===== config.mk =====
export PLATFORM = sky130hd
export DESIGN_NAME = load_store_unit
export DESIGN_NICKNAME = d
export VERILOG_FILES = /design/src/rtl/load_store_unit.sv
export SDC_FILE = /design/constraint.sdc
export NUM_CORES = 1
export LEC_CHECK = 0
export CORE_ASPECT_RATIO = 1.1
export CORE_MARGIN = 4
export CORE_UTILIZATION = 53
export CTS_CLUSTER_SIZE = 10
export DETAILED_ROUTE_END_ITERATION = 6
export PLACE_DENSITY = 0.81
export SLEW_MARGIN = 20
export SYNTH_ARGS = -nofsm -noshare
export SYNTH_HDL_FRONTEND = slang
export SYNTH_SLANG_ARGS = --single-unit

===== constraint.sdc =====
create_clock -name clk -period 11.4 [get_ports clk]
set_input_delay 2.28 -clock clk [delete_from_list [all_inputs] [get_ports clk]]
set_output_delay 2.28 -clock clk [all_outputs]
set_load 0.05 [all_outputs]

===== src/rtl/load_store_unit.sv =====
// Load/store unit: turns one core load or store into one or two aligned
// 64-bit memory beats and returns extended load data to the core.
module load_store_unit #(
  parameter int GPR_BITS  = 64,
  parameter int ADDR_BITS = 16
) (
  input  logic                 clk,
  input  logic                 rst,
  input  logic                 req_valid,
  output logic                 req_ready,
  input  logic                 req_store,
  input  logic [2:0]           req_funct3,
  input  logic [GPR_BITS-1:0]  req_addr,
  input  logic [GPR_BITS-1:0]  req_wdata,
  output logic                 resp_valid,
  output logic [GPR_BITS-1:0]  resp_rdata,
  output logic                 resp_err,
  output logic                 mem_valid,
  input  logic                 mem_ready,
  output logic                 mem_we,
  output logic [ADDR_BITS-1:0] mem_addr,
  output logic [63:0]          mem_wdata,
  output logic [7:0]           mem_wstrb,
  input  logic                 mem_rvalid,
  input  logic [63:0]          mem_rdata
);

  typedef enum logic [2:0] {
    S_IDLE   = 3'd0,
    S_BEAT0  = 3'd1,
    S_RWAIT0 = 3'd2,
    S_BEAT1  = 3'd3,
    S_RWAIT1 = 3'd4,
    S_RESP   = 3'd5
  } state_t;

  state_t                 state_reg;
  logic                   req_ready_reg;
  logic                   resp_valid_reg;
  logic [GPR_BITS-1:0]    resp_rdata_reg;
  logic                   resp_err_reg;
  logic                   mem_valid_reg;
  logic                   mem_we_reg;
  logic [ADDR_BITS-1:0]   mem_addr_reg;
  logic [63:0]            mem_wdata_reg;
  logic [7:0]             mem_wstrb_reg;

  // Request fields captured at accept time
  logic                   store_reg;
  logic [2:0]             funct3_reg;
  logic [2:0]             off_reg;
  logic [15:0]            mask_reg;
  logic [127:0]           wide_reg;
  logic [ADDR_BITS-1:0]   base_reg;
  logic [63:0]            rdata0_reg;

  // Decode of the incoming request
  logic [2:0]             req_off;
  logic [15:0]            req_lanes;
  logic [15:0]            req_mask;
  logic [127:0]           req_wide;
  logic [ADDR_BITS-1:0]   req_base;
  logic                   req_illegal;
  logic                   split;
  logic [ADDR_BITS-1:0]   beat1_addr;
  logic                   unused_addr_bits;

  // Address bits above the physical width are dropped
  assign unused_addr_bits = ^req_addr[GPR_BITS-1:ADDR_BITS];

  assign req_off     = req_addr[2:0];
  assign req_mask    = req_lanes << req_off;
  assign req_wide    = {64'b0, 64'(req_wdata)} << {req_off, 3'b000};
  assign req_base    = {req_addr[ADDR_BITS-1:3], 3'b000};
  assign req_illegal = (req_funct3 == 3'b111) || (req_store && req_funct3[2]);

  // The access crosses into the next dword when any upper lane is touched
  assign split      = (mask_reg[15:8] != 8'h00);
  // Second beat address wraps around the physical address space
  assign beat1_addr = base_reg + ADDR_BITS'(8);

  // Byte-lane pattern of the access size before positioning at the offset
  always_comb begin
    req_lanes = 16'h0000;
    case (req_funct3[1:0])
      2'b00:   req_lanes = 16'h0001;
      2'b01:   req_lanes = 16'h0003;
      2'b10:   req_lanes = 16'h000F;
      default: req_lanes = 16'h00FF;
    endcase
  end

  // Align the two-dword read window to the access and extend to register width
  function automatic logic [63:0] load_extend(input logic [127:0] pair,
                                              input logic [2:0]   off,
                                              input logic [2:0]   f3);
    logic [127:0] shifted;
    logic [63:0]  raw;
    logic [63:0]  res;
    shifted = pair >> {off, 3'b000};
    raw     = shifted[63:0];
    case (f3[1:0])
      2'b00:   res = f3[2] ? {56'b0, raw[7:0]}  : {{56{raw[7]}},  raw[7:0]};
      2'b01:   res = f3[2] ? {48'b0, raw[15:0]} : {{48{raw[15]}}, raw[15:0]};
      2'b10:   res = f3[2] ? {32'b0, raw[31:0]} : {{32{raw[31]}}, raw[31:0]};
      default: res = raw;
    endcase
    return res;
  endfunction

  // Main control FSM with all outputs registered
  always_ff @(posedge clk or posedge rst) begin
    if (rst) begin
      state_reg      <= S_IDLE;
      req_ready_reg  <= 1'b1;
      resp_valid_reg <= 1'b0;
      resp_rdata_reg <= '0;
      resp_err_reg   <= 1'b0;
      mem_valid_reg  <= 1'b0;
      mem_we_reg     <= 1'b0;
      mem_addr_reg   <= '0;
      mem_wdata_reg  <= '0;
      mem_wstrb_reg  <= '0;
      store_reg      <= 1'b0;
      funct3_reg     <= '0;
      off_reg        <= '0;
      mask_reg       <= '0;
      wide_reg       <= '0;
      base_reg       <= '0;
      rdata0_reg     <= '0;
    end else begin
      resp_valid_reg <= 1'b0;
      case (state_reg)
        S_IDLE: begin
          if (req_valid) begin
            req_ready_reg <= 1'b0;
            store_reg     <= req_store;
            funct3_reg    <= req_funct3;
            off_reg       <= req_off;
            mask_reg      <= req_mask;
            wide_reg      <= req_wide;
            base_reg      <= req_base;
            if (req_illegal) begin
              state_reg      <= S_RESP;
              resp_valid_reg <= 1'b1;
              resp_err_reg   <= 1'b1;
              resp_rdata_reg <= '0;
            end else begin
              state_reg     <= S_BEAT0;
              resp_err_reg  <= 1'b0;
              mem_valid_reg <= 1'b1;
              mem_we_reg    <= req_store;
              mem_addr_reg  <= req_base;
              mem_wstrb_reg <= req_store ? req_mask[7:0] : 8'h00;
              mem_wdata_reg <= req_store ? req_wide[63:0] : 64'h0;
            end
          end
        end
        S_BEAT0: begin
          if (mem_ready) begin
            if (store_reg && split) begin
              state_reg     <= S_BEAT1;
              mem_addr_reg  <= beat1_addr;
              mem_wstrb_reg <= mask_reg[15:8];
              mem_wdata_reg <= wide_reg[127:64];
            end else begin
              mem_valid_reg <= 1'b0;
              mem_we_reg    <= 1'b0;
              mem_wstrb_reg <= 8'h00;
              if (store_reg) begin
                state_reg      <= S_RESP;
                resp_valid_reg <= 1'b1;
                resp_rdata_reg <= '0;
              end else begin
                state_reg <= S_RWAIT0;
              end
            end
          end
        end
        S_RWAIT0: begin
          if (mem_rvalid) begin
            rdata0_reg <= mem_rdata;
            if (split) begin
              state_reg     <= S_BEAT1;
              mem_valid_reg <= 1'b1;
              mem_we_reg    <= 1'b0;
              mem_wstrb_reg <= 8'h00;
              mem_addr_reg  <= beat1_addr;
            end else begin
              state_reg      <= S_RESP;
              resp_valid_reg <= 1'b1;
              resp_rdata_reg <= load_extend({64'b0, mem_rdata}, off_reg, funct3_reg);
            end
          end
        end
        S_BEAT1: begin
          if (mem_ready) begin
            mem_valid_reg <= 1'b0;
            mem_we_reg    <= 1'b0;
            mem_wstrb_reg <= 8'h00;
            if (store_reg) begin
              state_reg      <= S_RESP;
              resp_valid_reg <= 1'b1;
              resp_rdata_reg <= '0;
            end else begin
              state_reg <= S_RWAIT1;
            end
          end
        end
        S_RWAIT1: begin
          if (mem_rvalid) begin
            state_reg      <= S_RESP;
            resp_valid_reg <= 1'b1;
            resp_rdata_reg <= load_extend({mem_rdata, rdata0_reg}, off_reg, funct3_reg);
          end
        end
        S_RESP: begin
          state_reg     <= S_IDLE;
          req_ready_reg <= 1'b1;
        end
        default: begin
          state_reg     <= S_IDLE;
          req_ready_reg <= 1'b1;
          mem_valid_reg <= 1'b0;
        end
      endcase
    end
  end

  assign req_ready  = req_ready_reg;
  assign resp_valid = resp_valid_reg;
  assign resp_rdata = resp_rdata_reg;
  assign resp_err   = resp_err_reg;
  assign mem_valid  = mem_valid_reg;
  assign mem_we     = mem_we_reg;
  assign mem_addr   = mem_addr_reg;
  assign mem_wdata  = mem_wdata_reg;
  assign mem_wstrb  = mem_wstrb_reg;

endmodule


==> run metrics, run 1 <==
CTS resizes=0; vias per std cell=6.50; site row count=72; Worst EP arrival=5300 ps; Via Count=17900; CTS tree=done; area post-placement=0.0221 sq mm; Post-DRT Antenna Nets=0; clk root buf=clkbuf_16; grt met1 use=0.416; most frequent cells in the layout=nand2_1, clkdlybuf4s50_1, dfrtp_1; asr flop ratio synth=1.00; RePlAce Congestion=0.993; GR Util All Layers=0.323; H-tree lvl count=2; #FFs+latches synth=304; Max Cap Viol=0; number of flops mapped to enable cells by yosys=0; drt total wl=65400 um; CP required=11820 ps; startpoint types=input port; r2r startpoint=off_reg[0]; Syn Area/Cell=9.22 sq um; footprint of the multi-input gates=0.0106 sq mm; FF+latch area=0.00762 sq mm; status=finished, final reports clean; Hold Fails Final Rpt=0; Nets=2444; Power Density=306 mW/mm^2; actual slew at the worst max-slew pin=1090 ps; Psw=0.00346 W; reg2reg setup slack=7270 ps; DIE WIDTH=188 um; post-route cell area=0.0232 sq mm; endpoint class of the critical path=register; pin count of the biggest net entering global routing=194; Initial Utilization=0.538; clock slew at reported path FFs=50 ps; Synth Cell Area=0.0190 sq mm; met3 GRT Util=0.0845; Seq/Total Area, Yosys=0.401; final setup TNS=0 ps; library cells used by synthesis=69; Hold Crit Class=reg -> reg; Avg WL per Cell=23.8 um; met2 usage=0.505; Final Setup Violations=0; f_max=205 MHz; critical path class=in -> reg; crit path max fanout=35; final worst slack=6530 ps; fill cell count=2773; hold path startpoint=wide_reg[69]; GRT Residual Overflow=0; Clock power frac=0.156; initial antenna violation count=4; die height=206 um; Peak VDD IR=259 uV; first-pass GRT wire length=99500 um; Final period util=0.428; P_int=0.00365 W; minimum clock period=4870 ps; Min-Delay Endpoint=wide_reg[69]; dominant synthesized flop cell=dfrtp_1; RSZ-0062 raised after global routing=false; core area=0.0352 sq mm; DP Wirelength=45000 um; max-slew violations=0; total power=0.00712 W; Relative slew margins=0.276; Register-to-Register Path Depth=8; Final Skew=22.4 ps; Cells after Synth=2055; Setup WS pre-CTS=5990 ps; post-CTS setup buffer count=0; port bufs=306; # hold bufs at CTS=0; sequential power share=0.282; reg2reg end=resp_rdata[59]; cts bufs inserted=38; first-pass detailed-route iteration total=6; DRC viols=0; area delta synth->final=22.6%; Clk Latency, worst-skew pair=540 ps; Combinational Power Share=0.562; Ys Warns=0; hold depth=2; I/O pins=358; Sink Count=304; drt initial violations=2603; final core utilization=0.660; share of layout cells above drive strength 1=0.109; CTS Buffer Depth=3; commonest non-fill, non-tap cell in the layout=nand2_1; busiest layer in global routing=met2; vias in the first global route=17400; P_leak=9.91 nW; die area=0.0389 sq mm; switching part of the total=0.487
cells in the mapped netlist (27+ instances only):
cell type	number	area share
o21ai_0	237	0.063
a22o_1	41	0.019
nor2_1	101	0.020
clkbuf_1	120	0.024
a21oi_1	104	0.027
dfrtp_1	303	0.40
nand2_1	345	0.068
mux2i_1	206	0.11
buf_2	34	0.0090
a211oi_1	27	0.011
a211o_1	32	0.015
mux2_2	126	0.075
a22oi_1	56	0.022
how the worst max path moves through the flow:
| stage | from | endpoint | slack, ps | cells after the start |
|---|---|---|---|---|
| 2_1_floorplan | rst | base_reg[10] | 720 | 1 |
| 3_3_place_gp | req_funct3[1] | mem_we | 6100 | 7 |
| 3_5_place_dp | req_funct3[1] | mem_we | 5990 | 7 |
| 4_1_cts | req_funct3[1] | mem_we | 6600 | 7 |
| 5_1_grt | req_funct3[1] | mem_we | 6260 | 7 |
| 6_report | req_funct3[1] | resp_rdata[25] | 6530 | 8 |
critical path: stages:
cell and delay [ps]:
clkdlybuf4s50_1 770, a21oi_1 120, o21ai_0 310, a31oi_1 180
or2_1 270, inv_2 500, o21ai_2 390, o32a_1 450
kinds of logic (layout without fill, tap and decap cells):
family | count (synthesis) | count (layout) | share of synthesized area
compound gates | 651 | 651 | 0.225
xor+xnor | 11 | 11 | 0.00508
fa+ha+maj | 3 | 3 | 0.00172
buf+inv | 196 | 400 | 0.0442
flops | 304 | 304 | 0.401
mux | 347 | 347 | 0.201
other cells | 1 | 8 | 0.000198
simple gates | 542 | 542 | 0.121
routing by layer:
layer / share of wire / vias to the layer above
met5: 0 / -
met4: 0.057 / 0
met3: 0.11 / 221
met2: 0.45 / 1104
met1: 0.38 / 8648
li1: - / 7881
power by group through the flow:
stage	logic (W)	registers [W]	clock network (W)
6_report	0.00400	0.00201	0.00111
4_1_cts	0.00392	0.00199	0.00112
5_1_grt	0.00425	0.00206	0.00116
3_3_place_gp	0.00383	0.00198	0
2_1_floorplan	0.00216	0.00254	0
3_5_place_dp	0.00390	0.00200	0
area by class of cell:
class / instances / share of cell area
Inverter: 14 / 0.00259
Clock buffer: 54 / 0.0453
Sequential cell: 304 / 0.328
Antenna cell: 5 / 0.000539
Multi-Input combinational cell: 1557 / 0.455
Clock inverter: 5 / 0.00221
Tap cell: 481 / 0.0259
Timing Repair Buffer: 327 / 0.140
stage by stage:
step           hold WS [ps]  std cells
4_1_cts                 477       2740
5_1_grt                 495       2745
6_report                479       2747
2_1_floorplan           447       2057
3_5_place_dp            465       2681
3_3_place_gp            459       2681
(Power assumes the default switching activity.)
==> inputs of run 2 (changes only) <==
CORE_UTILIZATION = 48   (was 53)
PLACE_DENSITY = 0.77   (was 0.81)
clock period = 4.2 ns   (was 11.4 ns; I/O delays follow)
==> run 2 against run 1 <==
Setup slack got worse by 5400 ps. Flip-flop and latch count unchanged. Sequential power rose to 2.6 times the previous value. Final area increased by 1.2%.
==> run metrics, run 2 (synthesis gave the netlist of run 1 again) <==
ant diodes=0 (was 5); first-pass detailed-route iteration total=6 (unchanged); site row count=76 (was 72); Sink Count=304 (unchanged); reg2reg end=resp_rdata[60] (was resp_rdata[59]); startpoint types=input port (unchanged); RePlAce Congestion=0.975 (was 0.993); minimum clock period=3070 ps; Via Count=17900 (about the same); Relative slew margins=0.242 (was 0.276); post-CTS setup buffer count=0 (unchanged); Hold Fails Final Rpt=0 (unchanged); share of layout cells above drive strength 1=0.120 (was 0.109); cts bufs inserted=38 (unchanged); initial antenna violation count=0 (was 4); Register-to-Register Path Depth=7 (was 8); DIE WIDTH=197 um (was 188 um); placed insts=2737 (was 2681); Min-Delay Endpoint=mem_wdata[51] (was wide_reg[69]); vias per std cell=6.41 (was 6.50); Final period util=0.730; CTS resizes=0 (unchanged); hold path startpoint=mem_wdata[51] (was wide_reg[69]); Nets=2472 (was 2444); CTS Buffer Depth=3 (unchanged); r2r startpoint=off_reg[1] (was off_reg[0]); RSZ-0062 raised after global routing=false (unchanged); die area=0.0427 sq mm (was 0.0389 sq mm); final worst slack=1130 ps (was 6530 ps); port bufs=306 (unchanged); clock slew at reported path FFs=50 ps (about the same); endpoint class of the critical path=register (unchanged); fill cell count=3364 (was 2773); max-slew violations=0 (unchanged); CP required=4600 ps (was 11820 ps); DP Wirelength=50000 um (was 45000 um); status=finished, final reports clean (unchanged); Setup WS pre-CTS=661 ps (was 5990 ps); area delta synth->final=24.1% (was 22.6%); P_leak=10.1 nW (was 9.91 nW); first-pass GRT wire length=106000 um (was 99500 um); Hold Crit Class=reg -> reg (unchanged); CTS tree=done (unchanged); pin count of the biggest net entering global routing=98 (was 194); most frequent cells in the layout=nand2_1, clkdlybuf4s50_1, dfrtp_1 (unchanged); Power Density=830 mW/mm^2 (was 306 mW/mm^2); Avg WL per Cell=25.1 um (was 23.8 um); Initial Utilization=0.485 (was 0.538); Max Cap Viol=0 (unchanged); final cell count without fillers=2795 (was 2747); core area=0.0391 sq mm (was 0.0352 sq mm); drt total wl=70000 um (was 65400 um); hold depth=2 (unchanged); Final Skew=39.6 ps (was 22.4 ps); area post-placement=0.0224 sq mm (was 0.0221 sq mm); clk root buf=clkbuf_16 (unchanged); Post-DRT Antenna Nets=0 (unchanged); die height=216 um (was 206 um); post-route cell area=0.0235 sq mm (was 0.0232 sq mm); critical path class=in -> reg (unchanged); worst hold margin=477 ps (was 479 ps); total power=0.0195 W (was 0.00712 W); reg2reg setup slack=1190 ps (was 7270 ps); Peak VDD IR=554 uV (was 259 uV); GR Util All Layers=0.316 (was 0.323); commonest non-fill, non-tap cell in the layout=nand2_1 (unchanged); H-tree lvl count=2 (unchanged); vias in the first global route=17700 (was 17400); f_max=326 MHz; Final Setup Violations=0 (unchanged); crit path max fanout=18 (was 35); # hold bufs at CTS=0 (unchanged); drt initial violations=1943 (was 2603); actual slew at the worst max-slew pin=1130 ps (was 1090 ps); DRC viols=0 (unchanged); I/O pins=358 (unchanged); Worst EP arrival=3470 ps (was 5300 ps); GRT Residual Overflow=0 (unchanged); Clk Latency, worst-skew pair=560 ps (was 540 ps)
==> run 2: changes by cell type in the layout (fill, tap and decap cells not counted), sizes merged <==
cell | previous run | this run
buf | 24 | 52
diode | 5 | 0
clkinv | 6 | 4
clkinvlp | 0 | 2
clkbuf | 54 | 53
==> run 2: cell type report <==
cell class,count,area [sq um],area share
Multi-Input combinational cell,1557,10600,0.449
Sequential cell,304,7620,0.324
Timing Repair Buffer,355,3560,0.151
Clock buffer,53,1050,0.0445
Tap cell,507,634,0.0270
Inverter,14,56.3,0.00239
Clock inverter,5,46.3,0.00197
==> run 2: through the flow <==
step	setup TNS (ps)	utilization
floorplan	-206700	-
global placement	0	0.574
detailed placement	0	0.574
CTS	0	0.602
global route	0	0.602
finish	0	0.602
==> run 2: worst max path at each step <==
stage                   from              to  slack [ps]  depth (start not counted)
2_1_floorplan            rst    base_reg[10]        -680                          1
3_3_place_gp   req_funct3[0]  resp_rdata[29]         740                          8
3_5_place_dp   req_funct3[0]  resp_rdata[19]         660                          8
4_1_cts        req_funct3[1]  resp_rdata[22]        1220                          8
5_1_grt        req_funct3[0]  resp_rdata[17]         960                          8
6_report       req_funct3[0]  resp_rdata[22]        1130                          8
==> run 2: metal layers <==
layer | up-vias | track usage | part of all wire
li1 | 7939 | - | -
met3 | 209 | 0.0600 | 0.086
met1 | 8796 | 0.409 | 0.39
met4 | 0 | 0.165 | 0.059
met2 | 984 | 0.505 | 0.47
met5 | - | 0 | 0
==> run 2: report_power, final <==
group / switching [W] / total, W / internal, W / leakage, nW
combinational: 0.00714 / 0.0112 / 0.00406 / 5.62
clock: 0.00126 / 0.00299 / 0.00173 / 0.530
sequential: 0.00111 / 0.00532 / 0.00421 / 3.91
==> run 2: critical path, cell delays in order <==
cell,delay (ps)
clkdlybuf4s50_1,790
a21oi_1,120
o21ai_0,230
a31oi_1,180
or2_1,280
inv_2,290
o21ai_2,300
o32a_1,430
